**src/rtl/instr_sequencer.sv**
```systemverilog
// rtl/instr_sequencer.sv - fetch/decode/execute/writeback controller for the 8-bit RISC core
module instr_sequencer #(
  parameter int              PC_W   = 8,
  parameter logic [PC_W-1:0] RST_PC = '0
) (
  input  logic            Clk,
  input  logic            Rst,
  input  logic            Cen,
  input  logic [15:0]     InstrIn,
  input  logic            ZeroIn,
  output logic [PC_W-1:0] PC,
  output logic [2:0]      SelA,
  output logic [2:0]      SelB,
  output logic [2:0]      SelWR,
  output logic            WE,
  output logic [2:0]      AluOp,
  output logic            ImmSel,
  output logic [7:0]      Imm,
  output logic            Halted
);

  typedef enum logic [2:0] {
    FETCH     = 3'd0,
    DECODE    = 3'd1,
    EXECUTE   = 3'd2,
    WRITEBACK = 3'd3,
    HALT      = 3'd4
  } state_t;

  localparam logic [3:0] OP_LDI  = 4'h7;
  localparam logic [3:0] OP_JMP  = 4'h8;
  localparam logic [3:0] OP_BRZ  = 4'h9;
  localparam logic [3:0] OP_HALT = 4'hF;

  state_t          state, stateNext;
  logic [PC_W-1:0] pcReg, pcNext;
  logic [15:0]     ir;
  logic            zFlag;
  logic [3:0]      opcode;
  logic            isAlu, doesWrite;

  assign opcode    = ir[15:12];
  assign isAlu     = (opcode >= 4'h1) && (opcode <= 4'h6);
  assign doesWrite = (opcode >= 4'h1) && (opcode <= OP_LDI);

  always_comb begin
    stateNext = state;
    case (state)
      FETCH:     stateNext = DECODE;
      DECODE:    stateNext = (opcode == OP_HALT) ? HALT : EXECUTE;
      EXECUTE:   stateNext = WRITEBACK;
      WRITEBACK: stateNext = FETCH;
      HALT:      stateNext = HALT;
      default:   stateNext = FETCH;
    endcase
  end

  always_comb begin
    pcNext = pcReg + PC_W'(1);
    case (opcode)
      OP_JMP:  pcNext = PC_W'(ir[7:0]);
      OP_BRZ:  if (zFlag) pcNext = PC_W'(ir[7:0]);
      OP_HALT: pcNext = pcReg;
      default: ;
    endcase
  end

  always_ff @(posedge Clk or posedge Rst) begin
    if (Rst) begin
      state <= FETCH;
      pcReg <= RST_PC;
      ir    <= 16'h0000;
      zFlag <= 1'b0;
    end else if (Cen) begin
      state <= stateNext;
      if (state == FETCH) ir <= InstrIn;
      if (state == EXECUTE && isAlu) zFlag <= ZeroIn;
      if (state == WRITEBACK) pcReg <= pcNext;
    end
  end

  always_comb begin
    AluOp = 3'd0;
    case (opcode)
      4'h1: AluOp = 3'd0;
      4'h2: AluOp = 3'd1;
      4'h3: AluOp = 3'd2;
      4'h4: AluOp = 3'd3;
      4'h5: AluOp = 3'd4;
      4'h6: AluOp = 3'd5;
      default: AluOp = 3'd0;
    endcase
  end

  // Register-file controls come straight from IR so they stay stable across all post-fetch cycles.
  assign PC     = pcReg;
  assign SelA   = ir[8:6];
  assign SelB   = ir[5:3];
  assign SelWR  = ir[11:9];
  assign Imm    = ir[7:0];
  assign ImmSel = (opcode == OP_LDI);
  assign Halted = (state == HALT);
  // Gating with Cen and Rst keeps a stalled or interrupted writeback from reaching the register file.
  assign WE     = (state == WRITEBACK) && Cen && !Rst && doesWrite;

endmodule

```
**config.mk**
```make
export PLATFORM = sky130hd
export DESIGN_NAME = instr_sequencer
export DESIGN_NICKNAME = d
export VERILOG_FILES = /design/src/rtl/instr_sequencer.sv
export SDC_FILE = /design/constraint.sdc
export NUM_CORES = 1
export LEC_CHECK = 0
export BUFFER_PORTS_ARGS = -buffer_cell sky130_fd_sc_hd__buf_4
export CAP_MARGIN = 10
export CORE_MARGIN = 1
export CORE_UTILIZATION = 37
export CTS_CLUSTER_DIAMETER = 150
export DETAILED_ROUTE_END_ITERATION = 10
export HOLD_SLACK_MARGIN = 0.05
export SLEW_MARGIN = 25
export SYNTH_ARGS = -nofsm -noshare
export SYNTH_HDL_FRONTEND = slang
export SYNTH_SLANG_ARGS = --single-unit
```
**constraint.sdc**
```tcl
create_clock -name Clk -period 1.6 [get_ports Clk]
set_input_delay 0.08 -clock Clk [delete_from_list [all_inputs] [get_ports Clk]]
set_output_delay 0.08 -clock Clk [all_outputs]
set_load 0.01 [all_outputs]
```
# == Yosys cells after proc, flatten, opt, wreduce, memory -nomap -nowiden ==
# Cells that the tools add are included.
# op_classes
eq_ne,13
add_sub_neg,1
n_mul,0
reduce_logical,11
muxes,5
n_div,0
bitwise,1
magnitude_cmp,3
shift,0
# op_table
cell,count
$pmux 8 s3,1
$eq 4x3->1 const B,4
$pmux 3 s5,1
$eq 4x4->1 const B,3
$pmux 3 s4,1
$add 8x1->8 const B,1
$eq 4x2->1 const B,2
$le 4x3->1 const B,2
$mux 8,1
$eq 3x2->1 const B,2
$logic_and 1x1->1,6
$ge 4x1->1 const B,1
$reduce_and 2->1,2
$eq 3x1->1 const B,1
$eq 3x3->1 const B,1
$logic_not 3->1,1
$mux 3,1
$reduce_and 3->1,1
$logic_not 1->1,1
$not 1->1,1
# totals
romBits,0
latch_bits,0
register_bits,28
mem_count,0
ram_bits,0
inputBits,20

# == Logic depth before layout (Yosys ltp) ==
# Gate-level depths: netlist (run 1).
# depth
word_depth,4
depth_mapped,6
depth_no_buf,5

# == Worst setup path after synthesis (run 1) ==
# No wires, ideal clock.
# synth_path
path_kind,reg2reg
from,reg state[1]
to,reg ir[0]
arrival_time_ns,1.412
path_stages_with_launch,4
period_less_slack_ns,1.537
setup_ns,0.125
t_required_ns,1.475
n_path_buf,1
path_slack_ns,0.063
cell_sequence,dfrtp_1 -> nor4b_4 -> buf_6 -> mux2_2
# synth_between
elab_chain_cells,2
# synth_rtl
element,line_no,rtl
"start, declared",35,"state_t state, stateNext;"
"start signal, assigned",75,state <= stateNext;
$logic_not 3->1,76,if (state == FETCH) ir <= InstrIn;
$reduce_and 2->1 (no source line),-,
"end signal, assigned",76,
"end, declared",37,logic [15:0] ir;
# No other way between the ends.
# A chain may end at the register's enable or synchronous reset.

# == Worst setup path in the final report (run 1) ==
# layout_path
from,reg state[1]
to,reg ir[6]
# The elaborated chain is that of the path after synthesis.

==> results of run 1 <==
[placed cells by master (no fill, tap or decap), types with 3 or more instances in the layout]
cell type	synthesis	layout
nor3_1	5	5
o21ai_0	3	3
a2bb2oi_1	4	4
mux2i_1	7	7
nor2_1	8	8
a21oi_1	5	5
nand3_1	7	7
mux2_2	17	17
inv_1	5	5
nand2_1	7	7
dfrtp_1	28	26
dlygate4sd3_1	0	19
buf_4	19	62
clkbuf_8	0	3
[final cells by class]
| cell class | count | area share [%] |
|---|---|---|
| Tap cell | 50 | 2.86 |
| Sequential cell | 28 | 32.1 |
| Clock inverter | 1 | 1.37 |
| Inverter | 5 | 0.858 |
| Multi-Input combinational cell | 88 | 30.9 |
| Timing Repair Buffer | 81 | 30.0 |
| Clock buffer | 3 | 1.89 |
[power by group through the flow]
stage / combinational [mW] / sequential (mW) / clock, mW
after global placement: 0.168 / 0.760 / 0
final: 0.208 / 0.746 / 0.560
after global routing: 0.227 / 0.751 / 0.603
after floorplan: 0.110 / 0.753 / 0
after CTS: 0.208 / 0.747 / 0.580
after detailed placement: 0.170 / 0.761 / 0
[final timing paths]
kind                       slack, ns  endpoint
max                             0.04     ir[6]
min                              0.1  state[0]
max reg2reg                     0.04     ir[6]
min reg2reg                     0.49     zFlag
max in group asynchronous       0.75     PC[6]
min in group asynchronous       0.34     zFlag
[flip-flops by register name (all words and copies together) (netlist names)]
register  count
PC            8
state         3
ir           16
zFlag         1
[per-layer routing]
metal,global-route usage [%],wire length (microns)
met4,7.98,63
met5,0,0
met1,19.3,1390
met2,29.8,1750
met3,2.53,138
[logic make-up (layout without fill, tap and decap cells)]
family | after synthesis | count (layout) | synth area share (%)
muxes | 25 | 25 | 17.3
adders and majority gates | 1 | 1 | 0.794
xor gates and xnor gates | 1 | 1 | 0.556
AOI/OAI and AO/OA | 19 | 19 | 8.57
and+or+nand+nor | 42 | 42 | 15.7
DFF | 28 | 28 | 44.4
buffers and inverters | 29 | 90 | 12.6
[repair_timing]
item,in CTS,in global routing
hold buffers,19,0
endpoints found under the setup margin,1,1
setup buffers,2,1
hold endpoints to repair,26,0
resized for setup,1,1
[per-stage QoR]
| step | hold WS [ns] | instances | power [mW] | cell area [sq um] |
|---|---|---|---|---|
| 4_1_cts | 0.0927 | 255 | 1.53 | 2180 |
| 5_1_grt | 0.102 | 256 | 1.58 | 2190 |
| 2_1_floorplan | 0.145 | 145 | 0.864 | 1580 |
| 3_3_place_gp | 0.0992 | 230 | 0.928 | 1900 |
| 3_5_place_dp | 0.0944 | 230 | 0.932 | 1900 |
| 6_report | 0.0990 | 256 | 1.51 | 2190 |
==> metrics.txt, run 1 <==
clock slew seen by the registers of the worst setup and hold paths 0.09 ns; P&R area growth vs syn 38.8%; Switching Fraction 21.3%; crit path from state[1]; Crit path max-delay family flip-flops; final net count 228; Layout Utilization 53.9%; total wire length 3350 microns; Final TNS setup 0 ns; FILL cells 364; fin crit share 97.6%; Min-Delay Path Class primary input to register; die area 4530 sq um; initial antenna violation count 0; slowest stage delay, CP 0.43 ns; core footprint 4060 sq um; most instantiated library cell after synthesis dfrtp_1; Max Slew Vio Count 0; Initial Utilization 38.9%; port bufs 50; Root Buffer clkbuf_8; Mean Syn Cell Area 10.9 sq um; LEAKAGE 1.08 nW; first-pass GRT wire length 5550 microns; Post-synth EDFFs 0; Final WS setup 0.0387 ns; final setup fails 0; WL/cell 13.1 microns; R2R depth 4; Max Cap Violations 0; Netlist cell types 37; num ports 51; register area 703 sq um; FP Rows 23; CP most frequent cell buf_4; maximum clock rate 641 MHz; largest net degree at the start of global routing 17; crit path time final 1.56 ns; post-DR vias/cell 5.00; status finished clean; Switch Pwr 0.322 mW; total track usage 16.6%; Max FO, Critical Path 8; Initial DRC Count 40; CTS tree built; Die Y 67.3 microns; Synth top area share 44.4%; Critical Path Sink Type register; HPWL after DPL 2490 microns; power per standard cell area 692 nW/um^2; vias 1279; number of diodes 0; slew margin rel. 74.1%; Worst VDD drop 0.442 mV; drc violations 0; P_int 1.19 mW; Yosys Warn Count 0; CP Class register to register; share of post-route cells with drive strength above 1 45.6%; clock sink total 28; Synth Register Bits 28; first-pass detailed-route iteration total 4; clock skew 0.0101 ns; GRT overflow 0; Post-Synthesis Cells 145; part of the power in registers 49.3%; GPL Wtd Cong 0.825; Critical Path RT 1.77 ns; dominant cell type by area after synthesis dfrtp_1; cts bufs inserted 3; Worst Path Arrival 1.73 ns; most common flop cell mapped by yosys dfrtp_1; endpoints failing hold 0; Clk pwr share 37.0%; post-route ant nets 0; pin slew with the least headroom to its limit 0.388 ns; hold path depth 2; Critical R2R Launch state[1]; Die X 67.3 microns; clock latency on the worst-skew pair 0.28 ns; Gate power share 13.7%; H-tree depth 1; RSZ-0062 raised after global routing no; Worst path slowest cell dfrtp_2; Bufs and invs on worst path 2; stages on the worst setup path 4; vias in the first global route 1232; Syn Nets 166; CTS max path bufs 2; Synth area leaders dfrtp_1 44%, mux2_2 12%, buf_4 9.0%; element type at the critical path start register; post-synthesis sequential area ratio 44.4%; Synth Cell Area 1580 sq um; hold_sp Cen; combined area of the multi-input logic cells 677 sq um; top cells by count, synth 28 x dfrtp_1, 19 x buf_4, 17 x mux2_2, 8 x nor2_1; crit-path cells buf_4 -> nor4b_4 -> buf_4 -> mux2_2; asr flop ratio synth 100%; pre-CTS WS 0.104 ns
Power figures use the tool's default switching activity.
==> inputs of run 2 (changes only) <==
Clock period 1.6 ns to 1.5 ns, I/O delays scaled along.
==> run 2 against run 1 <==
Against the previous run:
- the flow now finishes with violations (setup timing)
- power decreased by 5.7%
- die area is the same
- register-to-register slack worse by 0.05 ns
- non-clock buffer count rose by 2
- largest power group unchanged
==> metrics.txt, run 2 (synthesized netlist as in run 1, its figures left out) <==
num ports 51 (unchanged); commonest non-fill, non-tap cell in the layout buf_4; drc violations 0 (unchanged); HPWL after DPL 2470 microns (-0.93%); Initial Utilization 38.9% (unchanged); Critical Path RT 1.66 ns (-0.11 ns); Critical Path Sink Type register; FILL cells 367 (+0.82%); final setup fails 15 (+15); share of post-route cells with drive strength above 1 49.3% (+3.6 points); status complete, but fails checks; post-route ant nets 0 (unchanged); largest net degree at the start of global routing 16 (-1); clock sink total 28 (unchanged); LEAKAGE 1.11 nW (+2.3%); Layout Utilization 55.7% (+1.7 points); Initial DRC Count 58 (+45%); Root Buffer clkbuf_8; Worst VDD drop 0.359 mV (-19%); pin slew with the least headroom to its limit 0.275 ns (-0.114 ns); clock skew 0.00126 ns (-0.00882 ns); first-pass GRT wire length 5560 microns (+0.13%); Worst Path Arrival 1.67 ns (-0.06 ns); final net count 230 (+0.88%); number of diodes 0 (unchanged); P&R area growth vs syn 43.3%; GPL Wtd Cong 0.798 (-3.3%); Die X 67.3 microns (unchanged); CP Class register to register; vias in the first global route 1260 (+2.3%); initial antenna violation count 0 (unchanged); max FFs per register 16 (unchanged); WL/cell 13.7 microns (+5.0%); Top reg by flops ir; core footprint 4060 sq um (unchanged); Max Slew Vio Count 0 (unchanged); Die Y 67.3 microns (unchanged); die area 4530 sq um (unchanged); H-tree depth 1 (unchanged); CTS tree built; first-pass detailed-route iteration total 4 (unchanged); GRT overflow 0 (unchanged); FP Rows 23 (unchanged); element type at the critical path start register; clock slew seen by the registers of the worst setup and hold paths 0.09 ns (about the same); Max Cap Violations 0 (unchanged); power per standard cell area 632 nW/um^2 (-8.6%); Final TNS setup -0.0973 ns (-0.0973 ns); Min-Delay Path Class primary input to register; post-DR vias/cell 4.93 (-1.2%); cts bufs inserted 3 (unchanged); RSZ-0062 raised after global routing yes; Final WS setup -0.0118 ns (-0.0506 ns); total track usage 16.3% (-0.30 points); vias 1268 (-0.86%); maximum clock rate 661 MHz (+3.3%); slew margin rel. 81.6% (+7.5 points); clock latency on the worst-skew pair 0.27 ns (about the same); Max FO, Critical Path 8 (unchanged); total wire length 3530 microns (+5.4%); CTS max path bufs 2 (unchanged); failing checks setup timing; fin crit share 101% (+3.2 points); endpoints failing hold 0 (unchanged); most frequent cells in the layout 60 x buf_4, 28 x dfrtp_1, 19 x dlygate4sd3_1; crit path time final 1.51 ns (-0.0494 ns); port bufs 50 (unchanged)
## run 2: metal layers
| metal | global-route usage [%] | part of all wire (%) |
|---|---|---|
| met5 | 0 | 0 |
| met1 | 20.0 | 44 |
| met3 | 2.20 | 3.7 |
| met2 | 29.4 | 52 |
| met4 | 5.05 | 0.62 |
## run 2: worst max-delay path, stage by stage (launching register included)
cell	delay (ns)
dfrtp_1	0.42
buf_6	0.13
nor4b_4	0.33
buf_6	0.19
mux2_2	0.33
## run 2: area by class of cell
class	count	area (sq um)	area share, %
multi-input cells	88	749	33.2
flip-flops and latches	28	701	31.0
repair buffers	83	686	30.4
well taps	50	62.6	2.77
clock buffers	3	41.3	1.83
inverters	5	18.8	0.831
## run 2: through the flow
stage	std cells	hold slack, ns	worst slack (ns)	cell area, sq um	power, mW
2_1_floorplan	145	0.140	-0.0152	1580	0.921
3_5_place_dp	232	0.124	0.0394	1920	0.996
4_1_cts	255	0.0855	-0.0162	2160	1.43
3_3_place_gp	232	0.127	0.0886	1920	0.992
5_1_grt	257	0.0828	-0.0601	2260	1.49
6_report	257	0.0890	-0.0118	2260	1.43
## run 2: what timing repair did
action | in CTS | in global routing
gates resized for setup | 1 | 19
hold endpoints to repair | 46 | 0
endpoints found under the setup margin | 1 | 22
cloned | 0 | 1
hold buffers | 19 | 0
pin swaps | 0 | 1
setup buffers | 1 | 1
## run 2: final timing paths
path	startpoint	to	slack (ns)	depth (start not counted)
setup / recovery	state[1]	ir[5]	-0.01	4
hold / removal	Cen	state[0]	0.09	2
setup reg to reg	state[1]	ir[5]	-0.01	4
hold reg to reg	zFlag	zFlag	0.51	1
max in group asynchronous	Rst	PC[1]	0.90	4
min in group asynchronous	Rst	ir[5]	0.40	4
## run 2: where the power goes
group	total, mW	switching [mW]	internal, mW
Sequential	0.796	0.0194	0.776
Clock	0.400	0.220	0.180
Combinational	0.232	0.0880	0.145
Total	1.43	0.327	1.10
==> inputs of run 3 (changes only) <==
Settings changed: ABC_AREA set to 1.
==> run 3 against run 2 <==
Against the previous run:
- the run now ends clean
- via count is 9.2% higher
- sequential share of layout area is 1.8 points higher
- wire length is 2.3% lower
- flip-flop and latch count stayed put
- critical path type is now register to primary output
- largest power group is now combinational cells
==> metrics.txt, run 3 <==
status finished clean; vias 1385 (+9.2%); Worst VDD drop 0.774 mV (+120%); Critical Path RT 1.42 ns (-0.24 ns); Post-synth EDFFs 0 (unchanged); first-pass detailed-route iteration total 4 (unchanged); crit-path cells inv_2 -> nand2_4 -> nor4_4 -> buf_4; Synth area leaders dfrtp_1 43%, nand2_1 8.1%, buf_4 7.8%; port bufs 50 (unchanged); Syn Nets 217 (+31%); Final TNS setup 0 ns (+0.0973 ns); CTS max path bufs 2 (unchanged); r2r setup slk 0.21 ns (+0.22 ns); Synth top area share 43.0% (-1.4 points); asr flop ratio synth 100% (unchanged); most frequent cells in the layout 52 x buf_4, 35 x nand2_1, 30 x nor2_1; cts bufs inserted 3 (unchanged); max FFs per register 16 (unchanged); final setup fails 0 (-15); top cells by count, synth 35 x nand2_1, 30 x nor2_1, 28 x dfrtp_1, 22 x inv_1, 17 x buf_4; FILL cells 404 (+10%); first-pass GRT wire length 5580 microns (+0.25%); post-route ant nets 0 (unchanged); Synth Register Bits 28 (unchanged); Initial DRC Count 33 (-43%); clock skew 0.00141 ns (+0.000143 ns); stages on the worst setup path 4 (unchanged); Yosys Warn Count 0 (unchanged); num ports 51 (unchanged); slowest stage delay, CP 0.40 ns (-0.02 ns); Netlist cell types 25 (-32%); Synth Cell Area 1630 sq um (+3.3%); Crit path max-delay family flip-flops; total wire length 3450 microns (-2.3%); Max FO, Critical Path 5 (-3); Die X 68.4 microns (+1.6%); crit path from state[2]; R2R depth 7 (+3); P&R area growth vs syn 31.1%; Die Y 68.4 microns (+1.6%); number of diodes 0 (unchanged); GPL Wtd Cong 0.871 (+9.1%); drc violations 0 (unchanged); core footprint 4120 sq um (+1.4%); initial antenna violation count 0 (unchanged); LEAKAGE 1.10 nW (-0.26%); combined area of the multi-input logic cells 694 sq um (-7.3%); GRT overflow 0 (unchanged); hold_sp InstrIn[2]; Worst path slowest cell dfrtp_1; Initial Utilization 39.6% (+0.73 points); most common flop cell mapped by yosys dfrtp_1; Post-Synthesis Cells 196 (+35%); CTS tree built; clock sink total 28 (unchanged); Min-Delay Path Class primary input to register; Layout Utilization 51.9% (-3.8 points); clock slew seen by the registers of the worst setup and hold paths 0.09 ns (about the same); pin slew with the least headroom to its limit 0.350 ns (+0.0752 ns); most instantiated library cell after synthesis nand2_1; slew margin rel. 76.7% (-4.9 points); Bufs and invs on worst path 2 (unchanged); post-synthesis sequential area ratio 43.0% (-1.4 points); RR Endpoint PC[3]; Max Cap Violations 0 (unchanged); crit path time final 1.38 ns (-0.128 ns); WL/cell 11.7 microns (-15%); Mean Syn Cell Area 8.31 sq um (-24%); commonest non-fill, non-tap cell in the layout buf_4; CP Class register to primary output; die area 4670 sq um (+3.2%); FP Rows 23 (unchanged); power per standard cell area 1840 nW/um^2 (+190%); Root Buffer clkbuf_8; final net count 267 (+16%); Critical R2R Launch state[0]; largest net degree at the start of global routing 28 (+12); Worst Path Arrival 1.31 ns (-0.36 ns); CP Capture Point WE; Top reg by flops ir; clock latency on the worst-skew pair 0.27 ns (about the same); share of post-route cells with drive strength above 1 31.8% (-17 points); RSZ-0062 raised after global routing no; maximum clock rate 723 MHz (+9.3%); element type at the critical path start register; vias in the first global route 1245 (-1.2%); dominant cell type by area after synthesis dfrtp_1; HPWL after DPL 2480 microns (+0.56%); endpoints failing hold 0 (unchanged); total track usage 16.4% (+0.094 points); H-tree depth 1 (unchanged); fin crit share 92.2% (-8.5 points); smallest hold slack 0.0581 ns (-0.0309 ns); Critical Path Sink Type primary output; Max Slew Vio Count 0 (unchanged); post-DR vias/cell 4.69 (-4.8%); register area 702 sq um (+0.18%)
run 3: cells by family after synthesis:
logic type / count (synthesis) / synth area share, %
and+or+nand+nor: 87 / 24.8
buffers and inverters: 44 / 15.8
DFF: 28 / 43.0
AOI/OAI and AO/OA: 27 / 8.53
muxes: 9 / 7.07
adders and majority gates: 1 / 0.768
run 3: timing repair:
action,4_1_cts,5_1_grt
setup buffers,0,0
endpoints found under the setup margin,1,1
resized for setup,2,5
hold buffers,12,2
hold endpoints to repair,39,2
run 3: cell type report:
cell class / instances / share of cell area, %
Timing Repair Buffer: 66 / 24.8
Tap cell: 50 / 2.93
Clock buffer: 4 / 2.58
Multi-Input combinational cell: 124 / 32.5
Sequential cell: 28 / 32.9
Inverter: 23 / 4.28
run 3: worst register-to-register path, cell delays in order (launching register included):
cell and delay (ns):
dfrtp_2 0.46, nand2_1 0.17, nor2_4 0.16, nand2_4 0.10, inv_6 0.10, o21ai_1 0.07
nand2_1 0.06, nand2_1 0.05
run 3: worst min path at each step:
stage                    end  slack (ns)  cells past startpoint
detailed placement     zFlag       -0.05                      2
finish                 ir[2]        0.06                      3
global route        state[0]        0.07                      2
global placement       zFlag       -0.05                      2
CTS                   ir[14]        0.05                      3
floorplan              PC[0]        0.14                      1
run 3: power breakdown:
group | internal [mW] | leakage, nW | switching [mW]
Sequential | 1.11 | 0.322 | 0.373
Clock | 0.235 | 0.0288 | 0.232
Combinational | 0.969 | 0.752 | 1.00
Total | 2.32 | 1.10 | 1.61
run 3: metrics by stage:
step / instances / power (mW) / worst slack (ns) / instance area [sq um]
after floorplan: 196 / 2.92 / 0.276 / 1630
after global placement: 277 / 3.40 / 0.210 / 1920
after detailed placement: 277 / 3.42 / 0.188 / 1920
after CTS: 293 / 3.93 / 0.0190 / 2100
after global routing: 295 / 4.28 / 0.0256 / 2140
final: 295 / 3.93 / 0.116 / 2140
run 3: layer usage:
| metal | vias up | wire (microns) | global-route usage (%) |
|---|---|---|---|
| met2 | 35 | 1740 | 28.6 |
| li1 | 704 | - | - |
| met1 | 640 | 1510 | 20.2 |
| met5 | - | 0 | 0 |
| met3 | 6 | 129 | 2.00 |
| met4 | 0 | 65 | 7.03 |
